$ cat config.mk
export PLATFORM = sky130hd
export DESIGN_NAME = strap_seq_ctrl
export DESIGN_NICKNAME = d
export VERILOG_FILES = /design/src/rtl/strap_seq_ctrl.sv
export SDC_FILE = /design/constraint.sdc
export NUM_CORES = 1
export LEC_CHECK = 0
export CORE_MARGIN = 2
export CORE_UTILIZATION = 61
export CTS_CLUSTER_DIAMETER = 200
export DETAILED_ROUTE_END_ITERATION = 8
export DONT_BUFFER_PORTS = 1
export PLACE_DENSITY = 0.77
export SYNTH_ARGS = -nofsm -noshare
export SYNTH_HDL_FRONTEND = slang
export SYNTH_SLANG_ARGS = --single-unit
$ cat constraint.sdc
create_clock -name clk -period 2.9 [get_ports clk]
set_input_delay 0.58 -clock clk [delete_from_list [all_inputs] [get_ports clk]]
set_output_delay 0.58 -clock clk [all_outputs]
set_load 0.02 [all_outputs]
$ cat src/rtl/strap_seq_ctrl.sv
// Pad strap sampler with stability filter/timeout fallback, sticky strap register and soft-reboot pulse sequencer.
// Straps accepted STABLE_CNT cycles after reset when stable (TIMEOUT cycles worst case); register writes take effect next cycle.
// No backpressure: register writes are dropped outside RUN, and while soft reset or a reboot pulse is active.
module strap_seq_ctrl #(
  parameter int unsigned          PSTRAP_W       = 8,
  parameter logic [PSTRAP_W-1:0]  PSTRAP_DEFAULT = 8'h74,
  parameter int unsigned          STICKY_W       = 32,
  parameter int unsigned          STABLE_CNT     = 4,
  parameter int unsigned          TIMEOUT        = 64,
  parameter int unsigned          REBOOT_BIT     = 31,
  parameter int unsigned          REBOOT_PULSE   = 16
) (
  input  logic                  clk,
  input  logic                  e_reset_n,
  input  logic                  p_reset_n,
  input  logic                  s_reset_n,
  input  logic [PSTRAP_W-1:0]   pad_strap_in,
  input  logic                  cs,
  input  logic [STICKY_W/8-1:0] we,
  input  logic [STICKY_W-1:0]   data_in,
  input  logic [STICKY_W-1:0]   strap_map,
  output logic [PSTRAP_W-1:0]   strap_latch,
  output logic [PSTRAP_W-1:0]   pstrap_select,
  output logic                  strap_valid,
  output logic                  strap_timeout,
  output logic [STICKY_W-1:0]   strap_sticky,
  output logic                  reboot_req
);

  localparam int NB      = STICKY_W / 8;
  localparam int RB_BYTE = REBOOT_BIT / 8;
  localparam int SC_W    = $clog2(STABLE_CNT) + 1;
  localparam int TO_W    = $clog2(TIMEOUT) + 1;
  localparam int RP_W    = $clog2(REBOOT_PULSE) + 1;

  // stab_cnt counts matches against the previous sample, so N identical
  // samples correspond to a count of N-1 reached on the accepting cycle.
  localparam logic [SC_W-1:0] STAB_LAST = SC_W'(STABLE_CNT - 2);
  localparam logic [TO_W-1:0] TO_LAST   = TO_W'(TIMEOUT - 1);
  localparam logic [RP_W-1:0] RP_LOAD   = RP_W'(REBOOT_PULSE - 1);

  typedef enum logic [1:0] {
    ST_SAMPLE,
    ST_LOAD,
    ST_RUN,
    ST_REBOOT
  } state_t;

  state_t                state_q, state_d;
  logic [PSTRAP_W-1:0]   prev_q;
  logic                  prev_vld_q;
  logic [SC_W-1:0]       stab_cnt_q;
  logic [TO_W-1:0]       samp_cnt_q;
  logic [RP_W-1:0]       pulse_cnt_q;
  logic [PSTRAP_W-1:0]   latch_q;
  logic                  valid_q;
  logic                  timeout_q;
  logic [STICKY_W-1:0]   sticky_q;
  logic                  req_q;

  logic same_smp;
  logic accept;
  logic tmo_hit;
  logic wr_reboot;
  logic pulse_done;

  // The first sample after reset has no predecessor and can never count as a match.
  assign same_smp   = prev_vld_q && (pad_strap_in == prev_q);
  assign accept     = same_smp && (stab_cnt_q == STAB_LAST);
  assign tmo_hit    = (samp_cnt_q == TO_LAST);
  assign wr_reboot  = cs && we[RB_BYTE] && data_in[REBOOT_BIT];
  assign pulse_done = (pulse_cnt_q == '0);

  // State register
  always_ff @(posedge clk or negedge e_reset_n) begin
    if (!e_reset_n) state_q <= ST_SAMPLE;
    else            state_q <= state_d;
  end

  // Next-state logic; power-on reset dominates soft reset and writes
  always_comb begin
    state_d = state_q;
    case (state_q)
      ST_SAMPLE: if (accept || tmo_hit) state_d = ST_LOAD;
      ST_LOAD:   if (p_reset_n) state_d = ST_RUN;
      ST_RUN: begin
        if (!p_reset_n)                   state_d = ST_LOAD;
        else if (s_reset_n && wr_reboot)  state_d = ST_REBOOT;
      end
      ST_REBOOT: begin
        if (!p_reset_n)      state_d = ST_LOAD;
        else if (pulse_done) state_d = ST_RUN;
      end
      default: state_d = ST_SAMPLE;
    endcase
  end

  // Strap sampler: stability filter, timeout fallback, latched result frozen after SAMPLE
  always_ff @(posedge clk or negedge e_reset_n) begin
    if (!e_reset_n) begin
      prev_q     <= '0;
      prev_vld_q <= 1'b0;
      stab_cnt_q <= '0;
      samp_cnt_q <= '0;
      latch_q    <= '0;
      valid_q    <= 1'b0;
      timeout_q  <= 1'b0;
    end else if (state_q == ST_SAMPLE) begin
      prev_q     <= pad_strap_in;
      prev_vld_q <= 1'b1;
      stab_cnt_q <= same_smp ? stab_cnt_q + SC_W'(1) : '0;
      samp_cnt_q <= samp_cnt_q + TO_W'(1);
      if (accept) begin
        latch_q <= pad_strap_in;
        valid_q <= 1'b1;
      end else if (tmo_hit) begin
        latch_q   <= PSTRAP_DEFAULT;
        timeout_q <= 1'b1;
        valid_q   <= 1'b1;
      end
    end
  end

  // Sticky register, byte writes and reboot pulse timing
  always_ff @(posedge clk or negedge e_reset_n) begin
    if (!e_reset_n) begin
      sticky_q    <= '0;
      req_q       <= 1'b0;
      pulse_cnt_q <= '0;
    end else begin
      case (state_q)
        ST_LOAD: sticky_q <= strap_map;
        ST_RUN: begin
          if (!p_reset_n) begin
            sticky_q <= sticky_q;
          end else if (!s_reset_n) begin
            sticky_q[REBOOT_BIT] <= 1'b0;
          end else begin
            for (int i = 0; i < NB; i++) begin
              if (cs && we[i]) sticky_q[8*i +: 8] <= data_in[8*i +: 8];
            end
            if (wr_reboot) begin
              req_q       <= 1'b1;
              pulse_cnt_q <= RP_LOAD;
            end
          end
        end
        ST_REBOOT: begin
          if (!p_reset_n) begin
            req_q <= 1'b0;
          end else if (pulse_done) begin
            req_q                <= 1'b0;
            sticky_q[REBOOT_BIT] <= 1'b0;
          end else begin
            pulse_cnt_q <= pulse_cnt_q - RP_W'(1);
          end
        end
        default: sticky_q <= sticky_q;
      endcase
    end
  end

  assign strap_latch   = latch_q;
  assign pstrap_select = latch_q[PSTRAP_W-1] ? PSTRAP_DEFAULT : latch_q;
  assign strap_valid   = valid_q;
  assign strap_timeout = timeout_q;
  assign strap_sticky  = sticky_q;
  assign reboot_req    = req_q;

endmodule

# == Yosys cells after proc, flatten, opt, wreduce, memory -nomap -nowiden ==
# Index checks and enable logic that the tools add are counted.
# classes
addsub,3
n_eq_ne,21
n_mux,35
bitwise_logic,1
n_reduce_logical,25
# ops
operator,count
$pmux 31 s2,1
$mux 8,6
$mux 32,1
$mux 31,1
$mux 5,5
$ne 2x2->1 const B,12
$reduce_and 4->1,5
$mux 2,6
$pmux 5 s2,1
$reduce_and 5->1,2
$mux 1,9
$ne 3x3->1 const B,3
$eq 8x8->1,1
$logic_and 1x1->1,8
$pmux 2 s4,1
$add 7x1->7 const B,1
$eq 7x6->1 const B,1
$mux 7,1
$reduce_and 6->1,1
$reduce_bool 2->1,3
$logic_not 5->1,1
$sub 5x1->5 const B,1
$eq 2x2->1 const B,2
$add 3x1->3 const B,1
11 further kinds,11
# totals
register_bits,69
inputBits,81
output_inout_bits,51
elab_cells,100

# == Logic depth before layout (Yosys ltp) ==
# Gate-level depths: netlist of run 1.
# logic_depth
word_depth,6
mapped_depth,7
mapped_depth_nobuf,6

# == Worst setup path before layout of run 1 ==
# Ideal clock, no wire load.
# synth_timing
path_kind,input port to flip-flop
startpoint,in pad_strap_in[3]
endpoint,reg latch_q[0] (netlist: strap_latch[0])
setup_time_ps,125
arrival_ps,1766
t_required_ps,2775
slack_ps,1009
path_stages,5
path_buffers,0
cell_sequence,xnor2_1 nand3_1 nor4_4 nand3_4 mux2_2
# synth_via
elab_chain_cells,5
word_cells_on_any_way,6
classes_between,1 x eq/ne; 1 x mux; 4 x reduce/logical
# synth_lines
item,line,rtl
from (decl),17,"input logic [PSTRAP_W-1:0] pad_strap_in,"
$eq 8x8->1 *,68,assign same_smp = prev_vld_q && (pad_strap_in == prev_q);
$logic_and 1x1->1 *,68,
$logic_and 1x1->1 *,69,assign accept = same_smp && (stab_cnt_q == STAB_LAST);
$reduce_bool 2->1 (no line),--,
$reduce_and 2->1 (no line),--,
to (signal assigned),114,latch_q <= pad_strap_in;
to (decl),55,logic [PSTRAP_W-1:0] latch_q;
# Every way passes the cells marked *; elsewhere a longest branch is shown, timed or not.
# A chain may end at the register's enable or synchronous reset.

# == Worst setup path in the final report of run 1 ==
# layout_timing
startpoint,reg prev_q[4]
endpoint,reg latch_q[3] (netlist: strap_latch[3])
# layout_via
elab_chain_cells,5
word_cells_on_any_way,6
classes_between,1 x eq/ne; 1 x mux; 4 x reduce/logical
# layout_lines
item,line,rtl
from (decl),50,logic [PSTRAP_W-1:0] prev_q;
from (signal assigned),109,prev_q <= pad_strap_in;
$eq 8x8->1 *,68,
$logic_and 1x1->1 *,68,
$logic_and 1x1->1 *,69,
$reduce_bool 2->1 (no line),--,
$reduce_and 2->1 (no line),--,
# Marked as above.

==> results.md, run 1 <==
- Met2 wire length: roughly 3400 µm
- TNS Setup: 0 ns
- Area leader, netlist: dfrtp_1
- DR top layer: met4
- RR Startpoint: prev_q[4]$_DFFE_PN0P_
- Largest cells by area after synthesis: dfrtp_1, mux2i_1, nand2_1, o21ai_0, xnor2_1
- Setup bufs post-CTS: 0
- Die width: a little under 80 µm
- Leak pwr: 1.64 nW
- Commonest non-fill, non-tap cell in the layout: dfrtp_1
- CTS Buf Count: 9
- Via-per-instance ratio: 5.82
- Die height: 78.1 µm
- All-layer global routing usage: between 20% and 30%
- Post-Syn Area: about 3300 µm²
- Area of the multi-input gates: approximately 1500 µm²
- Htree depth: 3
- Predominant post-synthesis flop cell: dfrtp_1
- Skew-Pair Late Insertion Delay: 0.33 ns
- CTS Sinks: 69
- Total Wirelength: 6800 µm
- Root Driver: clkbuf_8
- CP peak stage delay: 0.54 ns
- RSZ-0062 raised after global routing: false
- Endpoints failing setup: 0
- R2R depth: 5
- First-pass DRT Iterations: 4
- Initial antenna violation count: 0
- Largest net degree at the start of global routing: 70
- TritonCTS clock tree: built
- Startpoint types: register
- First-pass GRT wire length: 11200 µm
- Final hold slack: between 0.09 and 0.1 ns
- Routed wl met3: about 520 µm
- Register Area: 1730 µm²
- CP required: approximately 3.1 ns
- Core ar.: 5200 µm²
- Worst R2R End: strap_latch[3]$_DFFE_PN0P_
- Seq cells post-synth: 69
- Hold WC Path Type: input port to async pin
- Crit path DAT: between 2 and 2.5 ns
- CTS max path bufs: 2
- Syn Inst Count: approximately 330
- Filler Cells Inserted: 395
- Routed len/inst: 16.8 µm
- Slew headroom: a little under two fifths
- CP max FO: 8
- Area Overhead vs Synth: 10.8%
- Tcrit/Tclk final: 67.4%
- Clock-pin slew on the worst setup and hold paths: 0.08 ns
- Fin area: 3710 µm²
- Most frequent cells in the layout: dfrtp_1, nand2_1, mux2i_1
- Post-synth EDFFs: 0
- Max_cap viols: 0
- Mean Syn Cell Area: 10.2 µm²
- PD cells: 1080 nW/µm²
- Via count: ~2400
- # IOs: 132
- Vias in the first global route: 2397
- Worst path bufs/invs: 0
- Run status: completed
- # diodes: 0
- ANT nets after route: 0
- Site Rows: 26
- Final nets: 416
- Netlist cell types: 41
- Fmax: 512 MHz
- Crit-path slowest cell: nor4_4
- Final period demand of the worst path: 1.95 ns
- Slew @ Worst Pin: approximately 0.9 ns
- Worst IR Drop VDD: 0.541 mV
- Die ar.: approximately 6000 µm²
- Async S/R FF share, synth: 100%
- Flop-to-flop setup slack: 0.95 ns
- Total gr overflow: 0
- Clock skew: 0.0113 ns
- M1 wire length: around 2800 µm
- Post-layout util: just over 70%
- Crit-path leading delay family: simple AND/OR/NAND/NOR gates
- Port Buffer Count: 0
- Final GP Congestion: 0.780
- Drt initial violations: around 140
- Final Hold Viols: 0
- Seq/Total Area, Yosys: around half
- Cell area after placement: 3400 µm²
- Synth Warn #: 0
- Crit path cell chain: xnor2_1, nand3_1, nor4_4, nand3_4, mux2_2
- # hold bufs at CTS: 1
- Initial Util: between 60% and 70%
- DRC Markers: 0
- Syn nets: 413
- Final slew viol count: 0
- Yosys top cell area share: 51.6%
- DP HPWL: 4870 µm
- Critical Path Sink Type: register
- Post-CTS sizing: 0
- Kind of critical path: register to register
- Layout cell share with drive strength beyond 1: ~11%
worst reg2reg max path: stages, from the launching register on:
cell and delay, ns:
dfrtp_1 0.39, xnor2_1 0.18, nand3_1 0.14, nor4_4 0.54
nand3_4 0.25, mux2_2 0.34
final cells by class:
type                       instances  area share [%]
sequential                        69            46.6
multi-input combinational        234            41.0
clock buffer                      11            4.08
clock inverter                     5            3.48
tap                               70            2.36
timing repair buffer               4            1.35
inverter                          12            1.21
where the power goes:
group | total, W | leakage, nW | internal (W) | switching (W)
combinational | 0.00103 | 0.675 | 0.000420 | 0.000610
sequential | 0.00191 | 0.826 | 0.00133 | 0.000576
clock | 0.00107 | 0.140 | 0.000709 | 0.000366
total | 0.00401 | 1.64 | 0.00246 | 0.00155
cell usage after synthesis, types with 2 or more instances:
cell and n:
mux2i_1 36, nor3_1 5, nand3_1 7, nor2b_1 8
and3_1 2, nand2b_1 5, buf_2 8, mux2_2 3
ha_1 5, o21bai_1 2, a21oi_2 3, nand4_1 3
or2_2 5, buf_4 2, dfrtp_1 69, nor4_4 2
o21ai_1 2, a21oi_1 13, nand2_1 53, xor2_1 3
nor2_1 19, xnor2_1 10, clkbuf_1 2, inv_1 12
o21ai_0 32
cell families (layout without fill, tap and decap cells):
| kind of cell | count (synthesis) | count (layout) | synth area share (%) |
|---|---|---|---|
| compound gates | 61 | 61 | 10.9 |
| flops | 69 | 69 | 51.6 |
| mux | 39 | 39 | 11.8 |
| other cells | 1 | 1 | 0.112 |
| simple gates | 115 | 115 | 17.1 |
| xor+xnor | 13 | 13 | 3.40 |
| fa+ha+maj | 5 | 5 | 1.87 |
| buf+inv | 24 | 32 | 3.22 |
registers in the layout, indices dropped and copies added, names as in the netlist:
| signal | cells |
|---|---|
| prev_q | 8 |
| strap_sticky | 32 |
| prev_vld_q | 1 |
| state_q | 2 |
| samp_cnt_q | 7 |
| strap_latch | 8 |
| stab_cnt_q | 3 |
| strap_valid | 1 |
| pulse_cnt_q | 5 |
| strap_timeout | 1 |
| reboot_req | 1 |
layer usage:
layer / track usage [%] / up-vias
met1: 29.3 / 1106
met4: 10.7 / 0
met3: 7.01 / 19
met2: 37.6 / 105
li1: - / 1127
met5: 0 / -
worst max-delay path by stage:
stage                     slack, ns                    endpoint                   from  depth (start not counted)
final                          0.95  strap_latch[3]$_DFFE_PN0P_  prev_q[4]$_DFFE_PN0P_                          5
after floorplan                1.01  strap_latch[0]$_DFFE_PN0P_        pad_strap_in[3]                          5
after detailed placement       0.80  strap_latch[3]$_DFFE_PN0P_        pad_strap_in[4]                          5
after global routing           0.84  strap_latch[0]$_DFFE_PN0P_  prev_q[4]$_DFFE_PN0P_                          5
after global placement         0.85  strap_latch[0]$_DFFE_PN0P_        pad_strap_in[3]                          5
after CTS                      0.93  strap_latch[3]$_DFFE_PN0P_  prev_q[4]$_DFFE_PN0P_                          5
through the flow:
stage               worst slack, ns  power, W  std cells
floorplan                      1.01   0.00269        327
global placement              0.846   0.00288        388
detailed placement            0.798   0.00294        388
CTS                           0.926   0.00405        405
global route                  0.840   0.00429        405
finish                        0.947   0.00401        405
No activity file was read; power rests on OpenSTA's default activity.
==> run 2: changes to the inputs <==
--- a/config.mk
+++ b/config.mk
@@ -6,11 +6,11 @@
 export NUM_CORES = 1
 export LEC_CHECK = 0
 export CORE_MARGIN = 2
-export CORE_UTILIZATION = 61
+export CORE_UTILIZATION = 57
 export CTS_CLUSTER_DIAMETER = 200
 export DETAILED_ROUTE_END_ITERATION = 8
 export DONT_BUFFER_PORTS = 1
-export PLACE_DENSITY = 0.77
+export PLACE_DENSITY = 0.75
 export SYNTH_ARGS = -nofsm -noshare
 export SYNTH_HDL_FRONTEND = slang
 export SYNTH_SLANG_ARGS = --single-unit
==> constraint.sdc (replaced) <==
create_clock -name clk -period 1.7 [get_ports clk]
set_input_delay 0.34 -clock clk [delete_from_list [all_inputs] [get_ports clk]]
set_output_delay 0.34 -clock clk [all_outputs]
set_load 0.02 [all_outputs]
==> run 2 against run 1 <==
Net effect:
- highest routed layer unchanged
- via count shrank 0.38%
- first-iteration DRC count up 10%
- the run now ends with hold timing left
- die area grew 6.7%
==> results.md, run 2 (synthesis gave the netlist of run 1 again) <==
- Port Buffer Count: 0 (unchanged)
- Internal: 0.00415 W (+69%)
- Initial Util: 60.0% (-4.3 points)
- Combinational share of power: 29.1% (+3.4 points)
- Post-Place Cells: 399 (+2.8%)
- Vias in the first global route: 2277 (-5.0%)
- Skew-Pair Late Insertion Delay: 0.35 ns (+0.02 ns)
- Net Sw Frac: 39.1% (+0.37 points)
- Max reg flops: 32 (unchanged)
- Crit-path leading delay family: simple AND/OR/NAND/NOR gates
- CTS Buf Count: 9 (unchanged)
- Final nets: 426 (+2.4%)
- Crit path cell chain: xnor2_1, nand2_1, nor4_4, buf_4, nand3_4, buf_4, mux2i_1
- Clock power frac: 23.5% (-3.3 points)
- Via count: 2348 (-0.38%)
- Core ar.: 5570 µm² (+7.1%)
- Sw Pwr: 0.00266 W (+72%)
- Largest net degree at the start of global routing: 70 (unchanged)
- Tcrit/Tclk final: 94.4% (+27 points)
- Initial antenna violation count: 0 (unchanged)
- Register Area: 1730 µm² (about the same)
- CP required: 1.93 ns (-1.19 ns)
- Worst path bufs/invs: 2 (+2)
- Via-per-instance ratio: 5.63 (-3.2%)
- Critical Path Sink Type: register
- Kind of critical path: register to register
- CP peak stage delay: 0.39 ns (-0.15 ns)
- Total Wirelength: 6820 µm (+0.37%)
- First-pass GRT wire length: 10500 µm (-5.8%)
- Crit path launch: prev_q[0]$_DFFE_PN0P_
- Max_cap viols: 0 (unchanged)
- Worst IR Drop VDD: 1.15 mV (+110%)
- Fmax: 623 MHz (+22%)
- PD cells: 1790 nW/µm² (+65%)
- Final hold slack: -0.319 ns (-0.419 ns)
- Most frequent cells in the layout: dfrtp_1, nand2_1, mux2i_1
- Final Hold Viols: 69 (+69)
- RR Startpoint: prev_q[0]$_DFFE_PN0P_
- Startpoint types: register
- Final slew viol count: 0 (unchanged)
- # IOs: 132 (unchanged)
- Area Overhead vs Synth: 14.1%
- Hold WC Path Type: input port to async pin
- Fin area: 3820 µm² (+3.0%)
- Site Rows: 27 (+3.8%)
- CTS max path bufs: 2 (unchanged)
- Crit-path slowest cell: dfrtp_1
- TNS Setup: 0 ns (unchanged)
- DRC Markers: 0 (unchanged)
- Htree depth: 3 (unchanged)
- ANT nets after route: 0 (unchanged)
- Commonest non-fill, non-tap cell in the layout: dfrtp_1
- Filler Cells Inserted: 445 (+13%)
- First-pass DRT Iterations: 5 (+1)
- RSZ-0062 raised after global routing: false
- Post-Layout Cell Count: 417 (+3.0%)
- Crit path DAT: 1.84 ns (-0.33 ns)
- Final period demand of the worst path: 1.60 ns (-0.349 ns)
- CP max FO: 5 (-3)
- Cell area after placement: 3510 µm² (+3.2%)
- CTS Sinks: 69 (unchanged)
- Run status: finished, violations left
- # diodes: 0 (unchanged)
- DP HPWL: 4910 µm (+0.95%)
- Final GP Congestion: 0.753 (-3.4%)
- Layout cell share with drive strength beyond 1: 15.1% (+3.7 points)
- Flop pwr share: 47.4% (about the same)
- Die ar.: 6500 µm² (+6.7%)
- Root Driver: clkbuf_8
- Endpoints failing setup: 0 (unchanged)
- TritonCTS clock tree: built
- Routed len/inst: 16.4 µm (-2.5%)
- Total gr overflow: 0 (unchanged)
- Drt initial violations: 159 (+10%)
- Clock-pin slew on the worst setup and hold paths: 0.08 ns (about the same)
- Die width: 80.6 µm (+3.3%)
- Failing checks: hold timing
- Clock skew: 0.0116 ns (+0.000315 ns)
- Leak pwr: 1.69 nW (+2.9%)
- Most frequent CP cell: buf_4
- All-layer global routing usage: 21.6% (-1.8 points)
- Area of the multi-input gates: 1560 µm² (+2.5%)
- Post-layout util: 68.5% (-2.7 points)
- Die height: 80.6 µm (+3.3%)
-- run 2: power groups by stage --
| stage | clock network (W) | registers, W | logic (W) |
|---|---|---|---|
| 6_report | 0.00160 | 0.00323 | 0.00198 |
| 5_1_grt | 0.00170 | 0.00332 | 0.00227 |
| 4_1_cts | 0.00163 | 0.00323 | 0.00193 |
| 3_5_place_dp | 0 | 0.00326 | 0.00191 |
| 3_3_place_gp | 0 | 0.00324 | 0.00184 |
| 2_1_floorplan | 0 | 0.00312 | 0.00148 |
-- run 2: path summary, 6_finish.rpt --
check	endpoint	slack (ns)	depth (start not counted)
worst max-delay path	strap_latch[6]$_DFFE_PN0P_	0.1	7
worst max register to register	strap_latch[6]$_DFFE_PN0P_	0.1	7
worst min-delay path	strap_sticky[23]$_DFFE_PN0P_	-0.32	0
min in group clk	prev_q[0]$_DFFE_PN0P_	0.10	2
worst min register to register	pulse_cnt_q[0]$_DFFE_PN0P_	0.51	1
max in group asynchronous	state_q[0]$_DFFE_PN0P_	1.91	0
-- run 2: metal layers --
layer  GRT usage [%]  routed length (µm)
met3            7.87                 613
met5               0                   0
met4            11.2                  87
met2            34.3                3380
met1            25.6                2740
-- run 2: final cells by class --
cell class | count | share of cell area (%)
flip-flops and latches | 69 | 45.2
multi-input cells | 234 | 40.8
repair buffers | 14 | 4.19
clock buffers | 10 | 3.34
clock inverters | 6 | 2.92
well taps | 72 | 2.36
inverters | 12 | 1.18
-- run 2: repair_timing --
item / 4_1_cts / 5_1_grt
gates cloned: 0 / 1
setup endpoints to repair: 1 / 24
endpoints found under the hold margin: 69 / 69
pin swaps: 0 / 1
buffers inserted: 0 / 1
gates resized for setup: 1 / 7
-- run 2: per-stage QoR --
stage	total power (W)	setup WS [ns]
2_1_floorplan	0.00459	0.0354
6_report	0.00682	0.0953
4_1_cts	0.00679	0.0148
3_5_place_dp	0.00517	0.0131
5_1_grt	0.00729	0.00123
3_3_place_gp	0.00508	0.0453
==> run 3: changes to the inputs <==
--- a/config.mk
+++ b/config.mk
@@ -7,9 +7,9 @@
 export LEC_CHECK = 0
 export CORE_MARGIN = 2
 export CORE_UTILIZATION = 57
-export CTS_CLUSTER_DIAMETER = 200
 export DETAILED_ROUTE_END_ITERATION = 8
 export DONT_BUFFER_PORTS = 1
+export MAX_ROUTING_LAYER = met4
 export PLACE_DENSITY = 0.75
 export SYNTH_ARGS = -nofsm -noshare
 export SYNTH_HDL_FRONTEND = slang
==> run 3 against run 2 <==
Net effect:
- the run still ends with hold timing left
- sequential power is essentially flat
- global-route usage increased by 0.51 points
- cell area stayed put
- non-clock buffer count did not move
- sequential cell count is the same
- clock power is essentially flat
- fmax shrank 0.11%
- clock skew about the same
- via count hardly changed
- sequential share of layout area stayed put
- register-to-register slack barely moved
- hold slack about the same
- largest cell class unchanged
- largest power group unchanged
==> results.md, run 3 (synthesis gave the netlist of run 1 again) <==
- Run status: finished, violations left
- Failing checks: hold timing
- CTS max path bufs: 2 (unchanged)
- Critical Path Sink Type: register
- ANT nets after route: 0 (unchanged)
- Total Wirelength: 6860 µm (+0.57%)
- Port Buffer Count: 0 (unchanged)
- Worst IR Drop VDD: 1.15 mV (about the same)
- Site Rows: 27 (unchanged)
- Final nets: 426 (unchanged)
- DRC Markers: 0 (unchanged)
- Via-per-instance ratio: 5.64 (about the same)
- GR peak layer: met2
- Area Overhead vs Synth: 14.1% (unchanged)
- DP HPWL: 4910 µm (unchanged)
- # diodes: 0 (unchanged)
- Tcrit/Tclk final: 94.5% (+0.10 points)
- Via count: 2350 (+0.085%)
- Drt initial violations: 159 (unchanged)
- Crit path DAT: 1.84 ns (about the same)
- Grt met3 use: 6.97% (-0.90 points)
- Fmax: 623 MHz (-0.11%)
- Hold WC Path Type: input port to async pin
- Layout cell share with drive strength beyond 1: 15.1% (unchanged)
- # IOs: 132 (unchanged)
- Kind of critical path: register to register
- Final GP Congestion: 0.763 (+1.3%)
- Root Driver: clkbuf_8
- Most frequent cells in the layout: dfrtp_1, nand2_1, mux2i_1
- Skew-Pair Late Insertion Delay: 0.35 ns (about the same)
- Max reg flops: 32 (unchanged)
- Startpoint types: register
- Die height: 80.6 µm (unchanged)
- Fin area: 3820 µm² (unchanged)
- Die ar.: 6500 µm² (unchanged)
- First-pass GRT wire length: 10500 µm (about the same)
- Final Hold Viols: 69 (unchanged)
- Htree depth: 3 (unchanged)
- TritonCTS clock tree: built
- M1 GR Usage: 26.0% (+0.37 points)
- All-layer global routing usage: 22.1% (+0.51 points)
- CP required: 1.94 ns (about the same)
- First-pass DRT Iterations: 4 (-1)
- Core ar.: 5570 µm² (unchanged)
- Endpoints failing setup: 0 (unchanged)
- Die width: 80.6 µm (unchanged)
- Total gr overflow: 0 (unchanged)
- Vias in the first global route: 2287 (+0.44%)
- Final period demand of the worst path: 1.61 ns (+0.00171 ns)
- CTS Buf Count: 9 (unchanged)
- Clock skew: 0.0117 ns (+0.000101 ns)
- Initial antenna violation count: 0 (unchanged)
- CP max FO: 5 (unchanged)
- Register Area: 1730 µm² (unchanged)
- Final slew viol count: 0 (unchanged)
- Cell area after placement: 3510 µm² (unchanged)
- Area of the multi-input gates: 1560 µm² (unchanged)
- Global-route track usage on met2: 34.3% (unchanged)
- PD cells: 1790 nW/µm² (about the same)
- Final hold slack: -0.319 ns (-0.000171 ns)
- Commonest non-fill, non-tap cell in the layout: dfrtp_1
- Routed len/inst: 16.5 µm (+0.57%)
- Leak pwr: 1.69 nW (unchanged)
- Filler Cells Inserted: 445 (unchanged)
- Tot Pwr: 0.00682 W (about the same)
- Max_cap viols: 0 (unchanged)
- Largest net degree at the start of global routing: 70 (unchanged)
- Initial Util: 60.0% (unchanged)
- CTS Sinks: 69 (unchanged)
- Clock-pin slew on the worst setup and hold paths: 0.08 ns (about the same)
==> run 3: cell counts in the layout (fill, tap and decap cells not counted) <==
Identical to the previous run, type by type.
==> run 3: final cells by class <==
cell class              count  share of cell area, %
repair buffers             14                   4.19
flip-flops and latches     69                   45.2
multi-input cells         234                   40.8
well taps                  72                   2.36
clock buffers              10                   3.34
clock inverters             6                   2.92
inverters                  12                   1.18
==> run 3: power breakdown <==
group / switching (W) / internal (W)
registers: 0.000963 / 0.00227
logic: 0.00107 / 0.000910
clock network: 0.000631 / 0.000975
total: 0.00267 / 0.00415
==> run 3: what timing repair did <==
item | CTS | global route
cloned | 0 | 1
resized for setup | 1 | 7
setup buffers | 0 | 1
setup endpoints to repair | 1 | 24
hold endpoints to repair | 69 | 69
pin swaps | 0 | 1
==> run 3: path summary, 6_finish.rpt <==
path | slack, ns | cells past startpoint | startpoint | endpoint
worst max-delay path | 0.09 | 7 | prev_q[0]$_DFFE_PN0P_ | strap_latch[6]$_DFFE_PN0P_
worst min-delay path | -0.32 | 0 | e_reset_n | strap_sticky[23]$_DFFE_PN0P_
worst max register to register | 0.09 | 7 | prev_q[0]$_DFFE_PN0P_ | strap_latch[6]$_DFFE_PN0P_
worst min register to register | 0.51 | 1 | pulse_cnt_q[0]$_DFFE_PN0P_ | pulse_cnt_q[0]$_DFFE_PN0P_
max in group asynchronous | 1.91 | 0 | e_reset_n | state_q[0]$_DFFE_PN0P_
min in group clk | 0.10 | 2 | pad_strap_in[0] | prev_q[0]$_DFFE_PN0P_
==> run 3: stage by stage <==
stage               setup WS [ns]  setup TNS, ns  utilization, %  instances
finish                     0.0936              0            68.5        417
global route             -0.00677       -0.00677            68.5        417
floorplan                  0.0354              0               -        327
detailed placement         0.0131              0            62.9        399
global placement           0.0453              0            62.9        399
CTS                        0.0148              0            67.4        415
==> run 3: worst max-delay path, stage by stage (launching register included) <==
cell and delay, ns:
dfrtp_1 0.39, xnor2_1 0.15, nand2_1 0.10, nor4_4 0.26, buf_4 0.18, nand3_4 0.10
buf_4 0.19, mux2i_1 0.12
==> run 3: layer usage <==
metal  vias to the layer above  share of wire [%]
li1                       1140                  -
met1                      1106                 41
met2                        91                 49
met3                        13                8.8
met4                         0                1.3
met5                         -                  0
